**src/rtl/opm_wrq_pkg.sv**
```systemverilog
// Shared types for the OPM write queue: queue entry layout, drain FSM
// states and the host address bit that selects the extended registers.
package opm_wrq_pkg;

  typedef struct packed {
    logic       a0;
    logic [7:0] data;
  } wrq_entry_t;

  typedef enum logic [1:0] {
    ST_IDLE,
    ST_STROBE,
    ST_GAP
  } drain_state_e;

  // Host address bit that selects the queue's own status/control register
  // instead of the OPM.
  localparam int unsigned EXT_SEL_BIT = 1;

  localparam int unsigned ENTRY_W = $bits(wrq_entry_t);

endpackage

```
**src/rtl/opm_write_queue_if.sv**
```systemverilog
// Host slave port of the OPM write queue (NORA side). The host drives the
// request/address/data lines and receives read data.
interface opm_write_queue_if;

  logic [4:0] slv_addr_i;
  logic [7:0] slv_datawr_i;
  logic       slv_datawr_valid;
  logic       slv_req_i;
  logic       slv_rwn_i;
  logic [7:0] slv_datard_o;

  modport master (
    output slv_addr_i, slv_datawr_i, slv_datawr_valid, slv_req_i, slv_rwn_i,
    input  slv_datard_o
  );

  modport slave (
    input  slv_addr_i, slv_datawr_i, slv_datawr_valid, slv_req_i, slv_rwn_i,
    output slv_datard_o
  );

endinterface

```
**src/rtl/opm_wrq_fifo.sv**
```systemverilog
// Synchronous single-clock FIFO, one write and one read port, show-ahead
// read data. A write while full is accepted only if a read frees a slot
// in the same cycle.
module opm_wrq_fifo #(
  parameter int WIDTH      = 9,
  parameter int DEPTH_LOG2 = 4
) (
  input  logic                  clk,
  input  logic                  reset,
  input  logic                  wr_en_i,
  input  logic [WIDTH-1:0]      wr_data_i,
  input  logic                  rd_en_i,
  output logic [WIDTH-1:0]      rd_data_o,
  output logic [DEPTH_LOG2:0]   count_o,
  output logic                  full_o,
  output logic                  empty_o
);

  localparam int DEPTH = 2 ** DEPTH_LOG2;
  localparam int CNT_W = DEPTH_LOG2 + 1;

  logic [WIDTH-1:0]      mem_q [DEPTH];
  logic [DEPTH_LOG2-1:0] wr_ptr_q, rd_ptr_q;
  logic [CNT_W-1:0]      count_q, count_d;
  logic                  wr_ok, rd_ok;

  assign full_o    = (count_q == CNT_W'(DEPTH));
  assign empty_o   = (count_q == '0);
  assign count_o   = count_q;
  assign rd_data_o = mem_q[rd_ptr_q];
  assign rd_ok     = rd_en_i & ~empty_o;
  assign wr_ok     = wr_en_i & (~full_o | rd_ok);

  // Storage array write.
  // NOTE: the data array has no reset; validity is tracked by the pointers
  // and count, so resetting it would only add reset fan-out.
  always_ff @(posedge clk) begin
    if (wr_ok) mem_q[wr_ptr_q] <= wr_data_i;
  end

  // Pointer and occupancy registers; pointers wrap modulo DEPTH.
  // NOTE: non-blocking assignments so every register samples pre-edge values.
  always_ff @(posedge clk) begin
    if (reset) begin
      wr_ptr_q <= '0;
      rd_ptr_q <= '0;
      count_q  <= '0;
    end else begin
      if (wr_ok) wr_ptr_q <= wr_ptr_q + 1'b1;
      if (rd_ok) rd_ptr_q <= rd_ptr_q + 1'b1;
      count_q <= count_d;
    end
  end

  // Next occupancy from the accepted write/read pair.
  // NOTE: default assignment first so no path leaves count_d unassigned (latch).
  always_comb begin
    count_d = count_q;
    case ({wr_ok, rd_ok})
      2'b10:   count_d = count_q + CNT_W'(1);
      2'b01:   count_d = count_q - CNT_W'(1);
      default: count_d = count_q;
    endcase
  end

endmodule

```
**src/rtl/opm_write_queue.sv**
```systemverilog
// OPM write queue: absorbs host register writes for the YM2151 and drains
// them onto the OPM bus, honouring the busy flag and a fixed write spacing.
// Optional status register enabled by defining OPM_WRQ_STATUS_EN.
module opm_write_queue
  import opm_wrq_pkg::*;
#(
  parameter int DEPTH_LOG2    = 4,
  parameter int STROBE_CYCLES = 14,
  parameter int GAP_CYCLES    = 28
) (
  input  logic                clk,
  input  logic                reset,
  opm_write_queue_if.slave    slv,
  output logic                opm_cs_n,
  output logic                opm_wr_n,
  output logic                opm_a0,
  output logic [7:0]          opm_d,
  input  logic [7:0]          opm_status_i
);

  localparam int CNT_W   = DEPTH_LOG2 + 1;
  localparam int TMR_MAX = (STROBE_CYCLES > GAP_CYCLES) ? STROBE_CYCLES : GAP_CYCLES;
  localparam int TMR_W   = $clog2(TMR_MAX + 1);

  logic             w, w_q, w_rise, ext_sel, ext_wr, push, pop;
  logic             full, empty;
  logic [CNT_W-1:0] count;
  wrq_entry_t       wr_entry, rd_entry;
  drain_state_e     state_q, state_d;
  logic [TMR_W-1:0] tmr_q, tmr_d;
  logic             opm_a0_q;
  logic [7:0]       opm_d_q;

  assign w        = slv.slv_req_i & slv.slv_datawr_valid & ~slv.slv_rwn_i;
  assign w_rise   = w & ~w_q;
  assign ext_sel  = slv.slv_addr_i[EXT_SEL_BIT];
  assign push     = w_rise & ~ext_sel;
  assign ext_wr   = w_rise & ext_sel;
  assign wr_entry = '{a0: slv.slv_addr_i[0], data: slv.slv_datawr_i};

  // Access edge detect: one enqueue per host access however long valid lasts.
  always_ff @(posedge clk) begin
    if (reset) w_q <= 1'b0;
    else       w_q <= w;
  end

  opm_wrq_fifo #(
    .WIDTH      (ENTRY_W),
    .DEPTH_LOG2 (DEPTH_LOG2)
  ) u_fifo (
    .clk       (clk),
    .reset     (reset),
    .wr_en_i   (push),
    .wr_data_i (wr_entry),
    .rd_en_i   (pop),
    .rd_data_o (rd_entry),
    .count_o   (count),
    .full_o    (full),
    .empty_o   (empty)
  );

  // Drain FSM state and phase timer.
  always_ff @(posedge clk) begin
    if (reset) begin
      state_q <= ST_IDLE;
      tmr_q   <= '0;
    end else begin
      state_q <= state_d;
      tmr_q   <= tmr_d;
    end
  end

  // Drain FSM next state: issue only when an entry waits and the OPM is not busy.
  always_comb begin
    state_d = state_q;
    tmr_d   = tmr_q;
    case (state_q)
      ST_IDLE: begin
        tmr_d = '0;
        if (~empty & ~opm_status_i[7]) state_d = ST_STROBE;
      end
      ST_STROBE: begin
        if (tmr_q == TMR_W'(STROBE_CYCLES - 1)) begin
          state_d = ST_GAP;
          tmr_d   = '0;
        end else begin
          tmr_d = tmr_q + TMR_W'(1);
        end
      end
      ST_GAP: begin
        if (tmr_q == TMR_W'(GAP_CYCLES - 1)) begin
          state_d = ST_IDLE;
          tmr_d   = '0;
        end else begin
          tmr_d = tmr_q + TMR_W'(1);
        end
      end
      default: begin
        state_d = ST_IDLE;
        tmr_d   = '0;
      end
    endcase
  end

  // Drain FSM outputs: dequeue on the issue transition, strobe while in STROBE.
  always_comb begin
    pop      = (state_q == ST_IDLE) && (state_d == ST_STROBE);
    opm_cs_n = (state_q != ST_STROBE);
    opm_wr_n = (state_q != ST_STROBE);
  end

  // OPM address/data hold registers, loaded as the entry leaves the queue.
  always_ff @(posedge clk) begin
    if (reset) begin
      opm_a0_q <= 1'b0;
      opm_d_q  <= 8'h00;
    end else if (pop) begin
      opm_a0_q <= rd_entry.a0;
      opm_d_q  <= rd_entry.data;
    end
  end

  assign opm_a0 = opm_a0_q;
  assign opm_d  = opm_d_q;

`ifdef OPM_WRQ_STATUS_EN
  logic ovf_q;
  logic drop;
  logic unused_bits;

  assign drop        = push & full & ~pop;
  assign unused_bits = ^slv.slv_addr_i[4:2];

  // Sticky overflow flag: set by a dropped enqueue, cleared by an extended write.
  always_ff @(posedge clk) begin
    if (reset)       ovf_q <= 1'b0;
    else if (ext_wr) ovf_q <= 1'b0;
    else if (drop)   ovf_q <= 1'b1;
  end
`else
  logic unused_bits;

  assign unused_bits = ^{slv.slv_addr_i[4:2], count, ext_wr};
`endif

  // Host read mux: OPM status with queue-full in bit7, or the extended register.
  always_comb begin
    if (ext_sel) begin
`ifdef OPM_WRQ_STATUS_EN
      slv.slv_datard_o = {ovf_q, 2'b00, 5'(count)};
`else
      slv.slv_datard_o = 8'h00;
`endif
    end else begin
      slv.slv_datard_o = {full, opm_status_i[6:0]};
    end
  end

endmodule

```
**src/flat_wrapper.sv**
```systemverilog
// flat-port wrapper written by rule: the top's interface ports become plain ports
module opm_write_queue_flat import opm_wrq_pkg::*;
#(
  parameter int DEPTH_LOG2    = 4,
  parameter int STROBE_CYCLES = 14,
  parameter int GAP_CYCLES    = 28
)
  (clk, reset, opm_cs_n, opm_wr_n, opm_a0, opm_d, opm_status_i, slv_slv_addr_i, slv_slv_datawr_i, slv_slv_datawr_valid, slv_slv_req_i, slv_slv_rwn_i, slv_slv_datard_o);
  opm_write_queue_if slv_i ();
  input  logic clk;
  input  logic reset;
  output logic opm_cs_n;
  output logic opm_wr_n;
  output logic opm_a0;
  output logic [7:0] opm_d;
  input  logic [7:0] opm_status_i;
  input wire logic [$bits(slv_i.slv_addr_i)-1:0] slv_slv_addr_i;
  input wire logic [$bits(slv_i.slv_datawr_i)-1:0] slv_slv_datawr_i;
  input wire logic [$bits(slv_i.slv_datawr_valid)-1:0] slv_slv_datawr_valid;
  input wire logic [$bits(slv_i.slv_req_i)-1:0] slv_slv_req_i;
  input wire logic [$bits(slv_i.slv_rwn_i)-1:0] slv_slv_rwn_i;
  output wire logic [$bits(slv_i.slv_datard_o)-1:0] slv_slv_datard_o;
  assign slv_i.slv_addr_i = slv_slv_addr_i;
  assign slv_i.slv_datawr_i = slv_slv_datawr_i;
  assign slv_i.slv_datawr_valid = slv_slv_datawr_valid;
  assign slv_i.slv_req_i = slv_slv_req_i;
  assign slv_i.slv_rwn_i = slv_slv_rwn_i;
  assign slv_slv_datard_o = slv_i.slv_datard_o;
  opm_write_queue #(.DEPTH_LOG2(DEPTH_LOG2), .STROBE_CYCLES(STROBE_CYCLES), .GAP_CYCLES(GAP_CYCLES)) u_core (.clk(clk), .reset(reset), .slv(slv_i), .opm_cs_n(opm_cs_n), .opm_wr_n(opm_wr_n), .opm_a0(opm_a0), .opm_d(opm_d), .opm_status_i(opm_status_i));
endmodule
```
**config.mk**
```make
export PLATFORM = sky130hd
export DESIGN_NAME = opm_write_queue_flat
export DESIGN_NICKNAME = d
export VERILOG_FILES = /design/src/rtl/opm_wrq_pkg.sv /design/src/rtl/opm_write_queue_if.sv /design/src/rtl/opm_wrq_fifo.sv /design/src/rtl/opm_write_queue.sv /design/src/flat_wrapper.sv
export SDC_FILE = /design/constraint.sdc
export NUM_CORES = 1
export LEC_CHECK = 0
export BUFFER_PORTS_ARGS = -buffer_cell sky130_fd_sc_hd__buf_4
export CAP_MARGIN = 5
export CORE_MARGIN = 2
export CORE_UTILIZATION = 55
export CTS_CLUSTER_DIAMETER = 150
export DETAILED_ROUTE_END_ITERATION = 8
export GPL_ROUTABILITY_DRIVEN = 0
export GPL_TIMING_DRIVEN = 0
export PLACE_DENSITY = 0.73
export SETUP_SLACK_MARGIN = 0.2
export SYNTH_ARGS = -nofsm -noshare
export SYNTH_HDL_FRONTEND = slang
export SYNTH_SLANG_ARGS = --single-unit
```
**constraint.sdc**
```tcl
create_clock -name clk -period 6.92 [get_ports clk]
set_clock_uncertainty 0.15 [all_clocks]
set_input_delay 0.692 -clock clk [delete_from_list [all_inputs] [get_ports clk]]
set_output_delay 0.692 -clock clk [all_outputs]
set_load 0.01 [all_outputs]
```
# Yosys cells after proc, flatten, opt, wreduce, memory -nomap -nowiden
# Memories as Yosys holds them, arrays and structs flattened. A register that Yosys moved wholly into a read port is not among the register bits.
# Index checks and enable logic that the tools add are counted.
[op_classes]
n_bitwise = 14
n_eq_ne = 9
mux = 11
n_addsub = 5
n_reduce_logical = 4
[op_table]
columns = ["op", "n"]
rows = [
  ["5-bit one-hot mux with 2 select lines", 2],
  ["5-bit by 1-bit adder with 5-bit output (second input constant)", 2],
  ["5-bit == test (second input constant)", 2],
  ["5-bit two-way mux", 2],
  ["4-bit by 1-bit adder with 4-bit output (second input constant)", 2],
  ["8-bit two-way mux", 1],
  ["1-bit bitwise AND", 7],
  ["2-bit by 1-bit == test with 1-bit output (second input constant)", 3],
  ["2-bit two-way mux", 3],
  ["1-bit inverter", 6],
  ["2-bit one-hot mux with 3 select lines", 1],
  ["5-bit by 4-bit == test with 1-bit output (second input constant)", 1],
  ["5-bit logical NOT", 1],
  ["5-bit by 1-bit subtractor with 5-bit output (second input constant)", 1],
  ["2-bit == test (second input constant)", 2],
  ["2-bit logical NOT", 1],
  ["1-bit two-way mux", 2],
  ["2-bit by 1-bit inequality test with 1-bit output (second input constant)", 1],
  ["2-bit nonzero test", 1],
  ["1-bit logical AND", 1],
  ["1-bit bitwise OR", 1],
]
[word_totals]
wordCells = 50
register_bits = 21
memories = 1
ram_bits = 144
output_inout_bits = 19
[memory_table]
columns = ["memory", "words", "word_bits", "read_ports", "rd_ports_with_merged_regs", "wr", "line_no", "text"]
rows = [
  ["u_core.u_fifo.mem_q", 16, 9, 1, 1, 1, "opm_wrq_fifo.sv:22", "logic [WIDTH-1:0] mem_q [DEPTH];"],
]

# Logic depth before layout (Yosys ltp)
[depth]
depth_word = 12
mapped_depth = 15

# Cells and area by module
# Synthesis repeated with hierarchy kept, for this count alone.
[hier_totals]
cells_unflattened = 444
area_unflattened_um2 = 7343.3
[modules_own_cells]
columns = ["mod", "instances", "cells_each", "area_each_um2", "seq_area_each_um2"]
rows = [
  ["opm_wrq_fifo", 1, 350, 6452.4, 4664.5],
  ["opm_write_queue", 1, 94, 890.9, 340.3],
]

# Least setup slack after synthesis
# No wires, ideal clock.
[synth_path]
path_type = "flip-flop to flip-flop"
startpoint = "reg u_core.tmr_q[1]"
endpoint = "reg u_core.u_fifo.count_q[4] (netlist: u_core.u_fifo.count_o[4])"
synth_period_minus_slack_ns = 2.960
setup_slack_ns = 3.960
path_stages_with_launch = 14
path_buffers = 0
arrival_time_ns = 2.691
cell_sequence = "dfxtp_1 -> inv_1 -> ha_1 -> and4b_1 -> o21ai_0 -> o211ai_4 -> nor2_2 -> nand2_2 -> fa_1 -> nor2b_1 -> o21ai_0 -> a21oi_1 -> a221oi_2 -> o31a_1"
[synth_between]
elab_chain_len = 10
[synth_lines]
columns = ["item", "line_no", "text"]
rows = [
  ["from (decl)", "opm_write_queue.sv:30", "logic [TMR_W-1:0] tmr_q, tmr_d;"],
  ["from (signal assigned)", "opm_write_queue.sv:69", "tmr_q <= tmr_d;"],
  ["5-bit == test or 5-bit by 4-bit == test with 1-bit output (tied branches)", "opm_write_queue.sv:91, opm_write_queue.sv:83", ""],
  ["2-bit two-way mux (on tied branches)", "opm_write_queue.sv:91, opm_write_queue.sv:83", ""],
  ["2-bit one-hot mux with 3 select lines (*)", "opm_write_queue.sv:77", "case (state_q)"],
  ["2-bit by 1-bit == test with 1-bit output (*)", "opm_write_queue.sv:107", "pop = (state_q == ST_IDLE) && (state_d == ST_STROBE);"],
  ["1-bit logical AND (*)", "opm_write_queue.sv:107", ""],
  ["1-bit bitwise AND (*)", "opm_wrq_fifo.sv:31", "assign rd_ok = rd_en_i & ~empty_o;"],
  ["1-bit bitwise OR", "opm_wrq_fifo.sv:32", "assign wr_ok = wr_en_i & (~full_o | rd_ok);"],
  ["1-bit bitwise AND", "opm_wrq_fifo.sv:32", ""],
  ["2-bit by 1-bit == test with 1-bit output or 2-bit == test (tied branches)", "opm_wrq_fifo.sv:59", "case ({wr_ok, rd_ok})"],
  ["5-bit one-hot mux with 2 select lines or 2-bit nonzero test (tied branches)", "n/a", ""],
  ["to (signal assigned)", "opm_wrq_fifo.sv:51", "count_q <= count_d;"],
  ["to (decl)", "opm_wrq_fifo.sv:24", "logic [CNT_W-1:0] count_q, count_d;"],
]
# Mark *: on every way between the ends. The rest lies on a longest branch, timed or not.
# A chain may end at the register's enable or synchronous reset.

# Worst setup path after layout
[layout_path]
startpoint = "reg u_core.tmr_q[1]"
endpoint = "mem u_core.u_fifo.mem_q[8][0] (enable)"
[layout_between]
elab_chain_len = 10
[layout_lines]
columns = ["item", "line_no", "text"]
rows = [
  ["5-bit == test or 5-bit by 4-bit == test with 1-bit output (tied branches)", "opm_write_queue.sv:91, opm_write_queue.sv:83", ""],
  ["2-bit two-way mux (on tied branches)", "opm_write_queue.sv:91, opm_write_queue.sv:83", ""],
  ["2-bit one-hot mux with 3 select lines (*)", "opm_write_queue.sv:77", ""],
  ["2-bit by 1-bit == test with 1-bit output (*)", "opm_write_queue.sv:107", ""],
  ["1-bit logical AND (*)", "opm_write_queue.sv:107", ""],
  ["1-bit bitwise AND (*)", "opm_wrq_fifo.sv:31", ""],
  ["1-bit bitwise OR (*)", "opm_wrq_fifo.sv:32", ""],
  ["1-bit bitwise AND (*)", "opm_wrq_fifo.sv:32", ""],
  ["1-bit two-way mux (*)", "opm_wrq_fifo.sv:38", "if (wr_ok) mem_q[wr_ptr_q] <= wr_data_i;"],
  ["1-bit two-way mux (not written as such) (*)", "opm_wrq_fifo.sv:38", ""],
  ["to (decl)", "opm_wrq_fifo.sv:22", ""],
]
# Marks and branches as above.

==> results.cfg <==
[floorplanning]
die_width_um = 119
die-area_um2 = 14100
start_util = 0.568
die_y_um = 119
io_pins = 45
rows = 41
core-area_um2 = 12700

[critical_path]
critPathCaptureType = register
critPathSlowestCell = nor2_1
worst_setup_path_startpoint = u_core.tmr_q[1]$_SDFF_PP0_
path_class = register to register
worstPathArrival_ps = 3220
r2r_cells = 8
slowest_delay_ps = 1060
crit_family = simple AND/OR/NAND/NOR gates
crit_buf_inv = 1
worst-path-stages = 8
worst_setup_path_start_kind = register
crit_fanout = 10
reg2reg_from = u_core.tmr_q[1]$_SDFF_PP0_
crit_chain = inv_1 > ha_1 > and4b_1 > o21ai_0 > o211ai_4 > o21ai_2 > nand3_1 > nor2_1
critPathRequiredTime_ps = 6820

[global_route]
grt_max_degree = 17
grt_antenna_before_repair = 0
met1_usage = 0.295
grtUsageMet3 = 0.0545
grt-busiest-layer = met2
grt_pass1_wl_mm = 23.3
met2_usage = 0.364
globalRoute.totalOverflow = 0
grt_use_total = 0.229
grt_pass1_vias = 4114

[clock_tree]
cts_hold_buf = 0
path_clk_slew_ps = 70
cts_setup_buffers = 0
h-tree-depth = 4
worstSkewPairLatency_ps = 440
ctsRootBufferMaster = clkbuf_16
cts_inserted_buffers = 17
cts_sinks = 174
cts_tree = yes
clockBufferDepth = 2
ctsResizeCount = 0

[timing]
min_period_ps = 3320
setup_tns_ps = 0
whs_ps = 310
drv_slew = 0
setup-violations-final = 0
max-slew-margin-rel = 0.134
hold_violations = 0
fmax_ghz = 0.301
min_period_over_period = 0.480
tightest_slew_ps = 1290
rsz0062_at_grt = no

[logic_synthesis]
syn_avg_cell_area_um2 = 16.1
yosys_register_bits = 174
synth_cell_types = 57
ys_seq_area_frac = 0.681
syn-num-nets = 490
synth-main-ff-cell = edfxtp_1
synthCells = 449
ys_async_sr_fraction = 0
yosys_warnings = 0
syn-cell-area_um2 = 7230
synth_edf_count = 144

[power_and_ir_drop]
p_leak_nw = 2.76
powerDensity_nw_per_um2 = 265
total_power_w = 0.00222
peakVddDrop_uv = 138

[routing]
drc = 0
vias_per_cell = 5.94
firstDrtPassIters = 4
drtIter0Drc = 377
vias = 4143
wire_per_inst_um = 21.7
detail-route-antenna-nets = 0
wirelength_mm = 15.1

[status]
status = completed

[finish]
drive_gt1_frac = 0.261
area.growth.synth_to_final_pct = 15.9
diodes = 0
nFillCells = 920
nets = 554
stdcell_area_um2 = 8380

[run]
cap_violations = 0

[placed_design]
hpwlAfterDp_mm = 9.72
io_buffers = 40
dpl_cell_area_um2 = 7810

[hold_path]
min_path_cells = 2
holdCritPathClass = register to register
hp-start = u_core.opm_a0$_SDFFE_PP0N_
==> cell usage after synthesis (8+ instances only) <==
cell type,number,area [um2]
ha_1,14,175
mux2i_1,15,150
a21oi_1,16,80.1
nor2b_1,13,81.3
nand2_1,18,67.6
edfxtp_1,144,4320
dfxtp_1,30,601
o21ai_0,23,115
clkbuf_1,13,48.8
nor3_1,8,40.0
nor2_1,23,86.3
mux4_2,30,676
inv_1,16,60.1
==> worst reg2reg max path: stages, from the launching register on <==
cell      delay, ps
dfxtp_1         350
inv_1            50
ha_1            160
and4b_1         180
o21ai_0         270
o211ai_4        200
o21ai_2         290
nand3_1         210
nor2_1         1060
==> power breakdown <==
group / leakage [nW] / total [W] / internal [W] / switching (W)
clock network: 0.268 / 0.000910 / 0.000500 / 0.000410
registers: 1.54 / 0.00116 / 0.00115 / 0.0000108
logic: 0.951 / 0.000153 / 0.0000688 / 0.0000840
total: 2.76 / 0.00222 / 0.00171 / 0.000505
==> through the flow <==
step,setup WS [ps],util,cells
2_1_floorplan,3960,-,449
3_3_place_gp,2720,0.609,661
3_5_place_dp,3310,0.614,665
4_1_cts,3520,0.658,696
5_1_grt,3320,0.659,697
6_report,3600,0.659,697
==> worst paths after layout <==
kind,endpoint,slack [ps]
setup / recovery,u_core.u_fifo.mem_q[8][0]$_DFFE_PP_,3600
hold / removal,u_core.opm_a0$_SDFFE_PP0N_,310
setup reg to reg,u_core.u_fifo.mem_q[8][0]$_DFFE_PP_,3600
hold reg to reg,u_core.opm_a0$_SDFFE_PP0N_,310
==> cell families (layout without fill, tap and decap cells) <==
logic type	Yosys count	after routing	share of synthesized area
DFF	174	174	0.681
and+or+nand+nor	91	91	0.0673
AOI/OAI and AO/OA	71	71	0.0654
muxes	52	52	0.126
buffers and inverters	38	114	0.0232
adders and majority gates	15	15	0.0270
xor gates and xnor gates	8	8	0.00969
==> sequential cells by signal, summed over array words and instances, names as in the netlist <==
| register | count |
|---|---|
| u_core.opm_a0 | 1 |
| u_core.opm_d | 8 |
| u_core.state_q | 2 |
| u_core.tmr_q | 5 |
| u_core.u_fifo.count_o | 5 |
| u_core.u_fifo.mem_q | 144 |
| u_core.u_fifo.rd_ptr_q | 4 |
| u_core.u_fifo.wr_ptr_q | 4 |
| u_core.w_q | 1 |
==> metal layers <==
| layer | routed length (um) | vias up |
|---|---|---|
| met5 | 0 | - |
| met4 | 583 | 0 |
| met3 | 994 | 37 |
| met2 | 7290 | 166 |
| met1 | 6240 | 2059 |
| li1 | - | 1881 |
==> layout make-up <==
class / instances / area (um2) / area share
flip-flops and latches: 174 / 4920 / 0.588
multi-input cells: 237 / 2160 / 0.257
clock buffers: 17 / 425 / 0.0508
repair buffers: 45 / 357 / 0.0426
well taps: 172 / 215 / 0.0257
clock inverters: 14 / 133 / 0.0158
plain buffers: 21 / 101 / 0.0121
inverters: 17 / 66.3 / 0.00791
==> placed cells by master, fill, tap and decap left out, drive strengths merged, types with 6 or more instances in the layout <==
cell	n
nor2	24
nand2	19
nand3	6
nor3	9
a221oi	6
buf	53
mux2i	15
inv	25
mux4	30
nor2b	13
edfxtp	144
ha	14
dfxtp	30
mux2	7
o21ai	24
xnor2	6
clkbuf	30
a21oi	18
Note: power is estimated with default switching activity, not from simulation.
